===== config.mk =====
export PLATFORM = sky130hd
export DESIGN_NAME = fb_write_scheduler
export DESIGN_NICKNAME = d
export VERILOG_FILES = /design/src/rtl/fb_write_scheduler.sv
export SDC_FILE = /design/constraint.sdc
export NUM_CORES = 1
export LEC_CHECK = 0
export ABC_AREA = 1
export ABC_CLOCK_PERIOD_IN_PS = 4100
export BUFFER_PORTS_ARGS = -buffer_cell sky130_fd_sc_hd__buf_2
export CORE_ASPECT_RATIO = 1.2
export CORE_MARGIN = 4
export CORE_UTILIZATION = 30
export CTS_BUF_LIST = sky130_fd_sc_hd__clkbuf_4
export CTS_CLUSTER_DIAMETER = 80
export DETAILED_ROUTE_END_ITERATION = 7
export PLACE_DENSITY = 0.58
export REMOVE_ABC_BUFFERS = 1
export SKIP_CTS_REPAIR_TIMING = 1
export SLEW_MARGIN = 20
export SYNTH_ARGS = -nofsm -noshare
export SYNTH_HDL_FRONTEND = slang
export SYNTH_SLANG_ARGS = --single-unit

===== constraint.sdc =====
create_clock -name clk -period 4.1 [get_ports clk]
set_input_delay 1.025 -clock clk [delete_from_list [all_inputs] [get_ports clk]]
set_output_delay 1.025 -clock clk [all_outputs]
set_load 0.005 [all_outputs]

===== src/rtl/fb_write_scheduler.sv =====
// ----------------------------------------------------------------------------
// fb_write_scheduler
//
// Purpose:
//   Funnels two write sources into a single frame-buffer write port:
//     * single-pixel writes (px_*), and
//     * a rectangle-fill engine (fill_*) that walks an inclusive rectangle
//       row by row, one pixel per granted cycle.
//   One write is issued per cycle. When both sources compete, grants
//   alternate, with the pixel source served first. The frame-buffer port
//   (addr_in / data_in / regwrite) is registered. A write granted in cycle N
//   appears on the port in cycle N+1 for exactly one cycle.
//
// Ports:
//   clk, reset            single clock, synchronous active-high reset
//   px_valid/x/y/data     pixel write request
//   px_ready              pixel granted this cycle (combinational)
//   px_drop               one-cycle pulse. The granted pixel was off-frame and discarded.
//   fill_start            start a fill (only honoured while idle)
//   fill_x0/x1/y0/y1      inclusive rectangle corners, sampled at start
//   fill_color            fill colour, sampled at start
//   fill_busy             fill engine in FILL or DONE
//   fill_done             one-cycle pulse after the fill completes
//   addr_in, data_in      frame-buffer write address / data
//   regwrite              frame-buffer write enable
// ----------------------------------------------------------------------------
module fb_write_scheduler #(
    parameter int AW    = 15,
    parameter int DW    = 12,
    parameter int H_RES = 160,
    parameter int V_RES = 120
) (
    input  logic          clk,
    input  logic          reset,
    input  logic          px_valid,
    input  logic [7:0]    px_x,
    input  logic [7:0]    px_y,
    input  logic [DW-1:0] px_data,
    output logic          px_ready,
    output logic          px_drop,
    input  logic          fill_start,
    input  logic [7:0]    fill_x0,
    input  logic [7:0]    fill_x1,
    input  logic [7:0]    fill_y0,
    input  logic [7:0]    fill_y1,
    input  logic [DW-1:0] fill_color,
    output logic          fill_busy,
    output logic          fill_done,
    output logic [AW-1:0] addr_in,
    output logic [DW-1:0] data_in,
    output logic          regwrite
);

    localparam logic [7:0] X_MAX = 8'(H_RES - 1);
    localparam logic [7:0] Y_MAX = 8'(V_RES - 1);

    typedef enum logic [1:0] {
        IDLE = 2'd0,
        FILL = 2'd1,
        DONE = 2'd2
    } state_t;

    state_t        r_state;
    logic [7:0]    r_x0;
    logic [7:0]    r_x1;
    logic [7:0]    r_y1;
    logic [7:0]    r_cx;
    logic [7:0]    r_cy;
    logic [DW-1:0] r_color;
    logic          r_last_px;   // previous cycle was a contended grant won by the pixel source

    logic [AW-1:0] r_addr;
    logic [DW-1:0] r_data;
    logic          r_we;
    logic          r_drop;
    logic          r_busy;
    logic          r_done;

    logic          w_fill_req;
    logic          w_px_grant;
    logic          w_fill_grant;
    logic          w_px_in_range;
    logic [AW-1:0] w_px_addr;
    logic [AW-1:0] w_fill_addr;
    logic [7:0]    w_start_x1;
    logic [7:0]    w_start_y1;
    logic          w_empty;
    logic          w_x_last;
    logic          w_y_last;

    assign w_fill_req = (r_state == FILL);

    // Pixel wins unless it won the previous contended cycle. r_last_px is
    // only set by contended grants, so every new contention starts with the pixel.
    assign w_px_grant   = px_valid && !reset && (!w_fill_req || !r_last_px);
    assign w_fill_grant = w_fill_req && !w_px_grant && !reset;
    assign px_ready     = w_px_grant;

    assign w_px_in_range = (32'(px_x) < H_RES) && (32'(px_y) < V_RES);

    // Arithmetic at AW bits gives the required truncation for free.
    assign w_px_addr   = AW'(px_y) * AW'(H_RES) + AW'(px_x);
    assign w_fill_addr = AW'(r_cy) * AW'(H_RES) + AW'(r_cx);

    assign w_start_x1 = (fill_x1 > X_MAX) ? X_MAX : fill_x1;
    assign w_start_y1 = (fill_y1 > Y_MAX) ? Y_MAX : fill_y1;
    assign w_empty    = (fill_x0 > w_start_x1) || (fill_y0 > w_start_y1);

    assign w_x_last = (r_cx == r_x1);
    assign w_y_last = (r_cy == r_y1);

    always_ff @(posedge clk) begin
        if (reset) begin
            r_state   <= IDLE;
            r_x0      <= '0;
            r_x1      <= '0;
            r_y1      <= '0;
            r_cx      <= '0;
            r_cy      <= '0;
            r_color   <= '0;
            r_last_px <= 1'b0;
            r_addr    <= '0;
            r_data    <= '0;
            r_we      <= 1'b0;
            r_drop    <= 1'b0;
            r_busy    <= 1'b0;
            r_done    <= 1'b0;
        end else begin
            r_last_px <= w_px_grant && w_fill_req;
            r_we      <= 1'b0;
            r_drop    <= 1'b0;
            // fill_done follows the single DONE cycle.
            r_done    <= (r_state == DONE);

            // Write port: at most one grant per cycle.
            if (w_px_grant) begin
                r_addr <= w_px_addr;
                r_data <= px_data;
                r_we   <= w_px_in_range;
                r_drop <= !w_px_in_range;
            end else if (w_fill_grant) begin
                r_addr <= w_fill_addr;
                r_data <= r_color;
                r_we   <= 1'b1;
            end

            case (r_state)
                IDLE: begin
                    if (fill_start) begin
                        r_x0    <= fill_x0;
                        r_x1    <= w_start_x1;
                        r_y1    <= w_start_y1;
                        r_cx    <= fill_x0;
                        r_cy    <= fill_y0;
                        r_color <= fill_color;
                        r_busy  <= 1'b1;
                        r_state <= w_empty ? DONE : FILL;
                    end
                end
                FILL: begin
                    if (w_fill_grant) begin
                        if (w_x_last) begin
                            r_cx <= r_x0;
                            if (w_y_last) begin
                                r_state <= DONE;
                            end else begin
                                r_cy <= r_cy + 8'd1;
                            end
                        end else begin
                            r_cx <= r_cx + 8'd1;
                        end
                    end
                end
                DONE: begin
                    r_state <= IDLE;
                    r_busy  <= 1'b0;
                end
                default: begin
                    r_state <= IDLE;
                    r_busy  <= 1'b0;
                end
            endcase
        end
    end

    assign addr_in   = r_addr;
    assign data_in   = r_data;
    assign regwrite  = r_we;
    assign px_drop   = r_drop;
    assign fill_busy = r_busy;
    assign fill_done = r_done;

endmodule


## After elaboration in Yosys (flattened, before gate mapping)

Index checks and enable logic that the tools add are counted.

| operators by class | value |
|---|---|
| add/sub/neg operators | 4 |
| multipliers | 2 |
| order comparisons | 6 |
| equality and inequality tests | 9 |
| multiplexer cells | 25 |
| bitwise logic cells | 2 |
| reductions and logical operators | 22 |

Operators by type and width:

| cell | count |
|---|---|
| $mux 8 | 9 |
| $pmux 8 s2 | 2 |
| $add 15x8->15 | 2 |
| $mux 15 | 2 |
| $mux 12 | 2 |
| $mul 8x3->10 const B | 2 |
| $add 8x1->8 const B | 2 |
| $eq 8x8->1 | 2 |
| $gt 8x8->1 | 2 |
| $mux 2 | 5 |
| $gt 8x7->1 const B | 1 |
| $gt 8x8->1 const B | 1 |
| $lt 8x7->1 const B | 1 |
| $lt 8x8->1 const B | 1 |
| $logic_and 1x1->1 | 6 |
| $ne 2x1->1 const B | 3 |
| $logic_not 1->1 | 5 |
| $reduce_and 5->1 | 1 |
| $ne 2x2->1 const B | 2 |
| $pmux 2 s2 | 1 |
| $reduce_and 2->1 | 2 |
| $reduce_and 4->1 | 1 |
| $reduce_bool 2->1 | 2 |
| $mux 1 | 3 |
| other kinds (8) | 10 |

| word-level totals | value |
|---|---|
| register bits | 86 |
| input port bits | 76 |
| output and inout bits | 32 |
| logic and storage cells | 84 |

## Depth between registers and ports, before layout

| depth | value |
|---|---|
| depth in word-level cells | 9 |
| mapped depth | 16 |
| gate-level depth less buffers | 16 |

## Worst setup path after synthesis

OpenSTA, ideal clock, no wires.

| timing path | value |
|---|---|
| kind | input to register |
| start | input px_y[1] |
| end | register r_addr[14] (netlist: addr_in[14]) |
| library setup time | 0.128 ns |
| arrival | 2.766 ns |
| path slack | 1.206 ns |
| cell stages on the path | 13 |
| buffers on the path | 0 |
| path through | ha_1 -> ha_1 -> fa_1 -> xor2_1 -> inv_1 -> nor2_1 -> nand2_1 -> nor2_1 -> nand2_1 -> nand2_1 -> nand3_1 -> nand2_1 -> a21oi_1 |

| on the way | value |
|---|---|
| cells in the longest elaborated chain, start to end | 3 |

Ends and longest elaborated chain:

| item | line | text |
|---|---|---|
| from (decl) | 37 | `input logic [7:0] px_y,` |
| $mul 8x3->10 | 102 | `assign w_px_addr = AW'(px_y) * AW'(H_RES) + AW'(px_x);` |
| $add 15x8->15 | 102 |  |
| $mux 15 | 136 | `if (w_px_grant) begin` |
| to (signal assigned) | 137 | `r_addr <= w_px_addr;` |
| to (signal assigned) | 142 | `r_addr <= w_fill_addr;` |
| to (decl) | 72 | `logic [AW-1:0] r_addr;` |

No other way between the ends.
A chain may end at the register's enable or synchronous reset.

## Worst setup path after layout

| timing path | value |
|---|---|
| start | input reset |
| end | output px_ready |

| on the way | value |
|---|---|
| cells in the longest elaborated chain, start to end | 3 |

Ends and longest elaborated chain:

| item | line | text |
|---|---|---|
| from (decl) | 34 | `input logic reset,` |
| $logic_not 1->1 | 95 | `assign w_px_grant = px_valid && !reset && (!w_fill_req \|\| !r_last_px);` |
| $logic_and 1x1->1 (2 in series) | 95 |  |
| to (decl) | 39 | `output logic px_ready,` |

No other way between the ends.

==> reports/qor.yml <==
yosys:
  synth_area_per_cell_um2: 6.931
  yosysWarnings: 0
  yosysSeqAreaShare_pct: 31.32
  synth.mux.area_fraction_pct: 0
  yosysTopAreaCell: "dfxtp_1"
  syn-cell-area_um2: 5497
  synth_compound_area_share_pct: 16.98
  synth-seq-cells: 86
  synthXorXnorAreaFrac_pct: 4.280
  synth-adder-area-share_pct: 12.38
  synth_ff_type: "dfxtp_1"
  synth_edf_count: 0
  synthCells: 793
  yosys.area_share.simple_pct: 26.75
  synth_area_leaders: "dfxtp_1, nand2_1, ha_1"
  ys_types: 38
  synthArstFlopShare_pct: 0
  synth_top_family_by_area: "simple AND/OR/NAND/NOR gates"
  yosysTopAreaCellShare_pct: 31.32
timing:
  grt_setup_unrepaired: "false"
  tightest_slew_ps: 639.0
  layout_setup_ws_ps: 1173
  fin_skew_ps: 12.23
  setup_viol: 0
  relSlewSlack_pct: 57.35
  min_period_ps: 2927
  hold_violations: 0
  fmax_mhz: 341.6
  setup-tns-final_ps: 0
  fin_crit_sh_pct: 71.40
  report.final.slew_viol_count: 0
clocking:
  clk_pin_slew_worst_paths_ps: 140
  h-tree-depth: 3
  clockBufferDepth: 2
  cts-root-buf: "clkbuf_4"
  clock_latency_ps: 460
  cts.sinks: 86
  numCtsBuffers: 9
  cts_tree: "done"
detailed_routing:
  drcViolationCount: 0
  ant_nets: 0
  finalWirelength_um: 14540
  vias: 5241
  dr.pass1.iters: 6
  via_per_inst: 4.717
  wl_per_cell_um: 13.09
  drtIter0Drc: 279
global_routing:
  grt_max_degree: 48
  grt_overflow: 0
  grt_pass1_wl_um: 23790
  grt_use_total_pct: 13.99
  grt_pass1_vias: 4896
  antenna_found_initial: 2
die:
  die_area_um2: 20560
  ios: 108
  num_rows: 53
  start_util_pct: 30.93
  core_um2: 17770
  die-height_um: 156.3
  die_w_um: 131.6
critical_path:
  cpMaxStageDelayCell: "inv_4"
  crit_arrival_ps: 1900
  timing.rr.end: "addr_in[12]"
  cp.required_ps: 3070
  r2r_cells: 13
  end_kind: "output port"
  endpoint: "px_ready"
  r2r_slack_ps: 1530
  regToRegStartpoint: "r_cy[3]"
  cp_common_cell: "buf_2"
  path_cells: "buf_2, nor2_1, nand2_2, inv_4, buf_2"
  path_class: "input pin to output port"
  worst-path-max-fanout: 28
  setup.worst_path.start: "reset"
  start_kind: "input pin"
  slowest_delay_ps: 240
power:
  p_per_area_nw_per_um2: 466.4
  p_leak_nw: 3.153
  ir_drop_v: 0.0001867
layout:
  final_cells: 1111
  layout.nets: 1012
  multi_input_area_um2: 3326
  layout_commonest_cell: "nand2_1"
  fillers: 1977
  drive_gt1_share_pct: 16.76
  area.sequential_um2: 1722
  mostFrequentLayoutCells: "nand2_1, buf_2, dfxtp_1"
  area_delta_synth_final_pct: 15.71
placed_design:
  dpl.hpwl_um: 10880
  gp_congestion: 0.8108
  place_inst: 1093
  place_ws_ps: 929.0
  io_buffers: 107
worst_hold_path:
  worstHoldStart: "r_x0[7]"
  holdPathStages: 2
  hold_class: "flip-flop to flip-flop"
flow_run:
  cap_violations: 0
outcome:
  status: "complete, no violations"
[cell type report]
type / count / share of cell area [%]
Sequential cell: 86 / 27.07
Timing Repair Buffer: 112 / 9.010
Antenna cell: 2 / 0.07869
Tap cell: 220 / 4.328
Inverter: 79 / 4.702
Clock buffer: 10 / 1.180
Multi-Input combinational cell: 596 / 52.29
Clock inverter: 6 / 1.338
[worst max-delay path, delay by kind of cell]
family | cells | cell delay [ps]
buffers and inverters | 3 | 620
and+or+nand+nor | 2 | 250
[flip-flops by register name, summed over array words and instances (netlist names), 8 cells and up]
register  count
r_x1          8
r_cy          8
data_in      12
r_x0          8
addr_in      15
r_cx          8
r_y1          8
r_color      12
[metrics by stage]
stage	cell area [um^2]	power, mW	hold slack, ps	util, %
finish	6360	2.966	467.3	35.79
CTS	6355	3.010	466.8	35.76
detailed placement	6195	2.425	446.4	34.86
global placement	6195	2.414	440.9	34.86
floorplan	5344	2.044	432.0	-
global route	6360	3.257	477.7	35.79
[worst min-delay path by stage]
stage / endpoint / slack, ps
after global routing: r_color[1] / 480
after global placement: r_color[1] / 440
after detailed placement: r_color[1] / 450
after CTS: r_color[1] / 470
after floorplan: r_color[3] / 430
final: r_x0[7] / 470
[where the power goes]
group	internal [mW]	leakage [nW]	switching (mW)	total, mW
logic	0.481	2.36	0.751	1.23
registers	1.01	0.710	0.152	1.16
clock network	0.254	0.0844	0.319	0.573
[kinds of logic (layout without fill, tap and decap cells)]
logic type               after synthesis  after routing
flip-flops                            86             86
AND/OR/NAND/NOR                      347            347
XOR/XNOR                              26             26
adder cells (fa/ha/maj)               52             52
AO/OA/AOI/OAI                        170            170
other                                  1              3
buffers and inverters                111            207
[metal layers]
layer	up-vias	share of wire, %	GRT usage, %
met4	0	1.8	5.203
li1	2814	-	-
met5	-	0	0
met3	19	3.9	2.315
met1	2311	49	18.44
met2	97	45	23.18
[Yosys cell counts, types with 10 or more instances]
library cell  instances
o21ai_0              77
clkbuf_1             16
o211ai_1             10
dfxtp_1              86
a21oi_1              43
inv_1                75
a31oi_1              25
nor2_1               79
nand2_1             185
ha_1                 48
xnor2_1              18
nand4_1              13
nand3_1              51
Power figures use the tool's default switching activity.
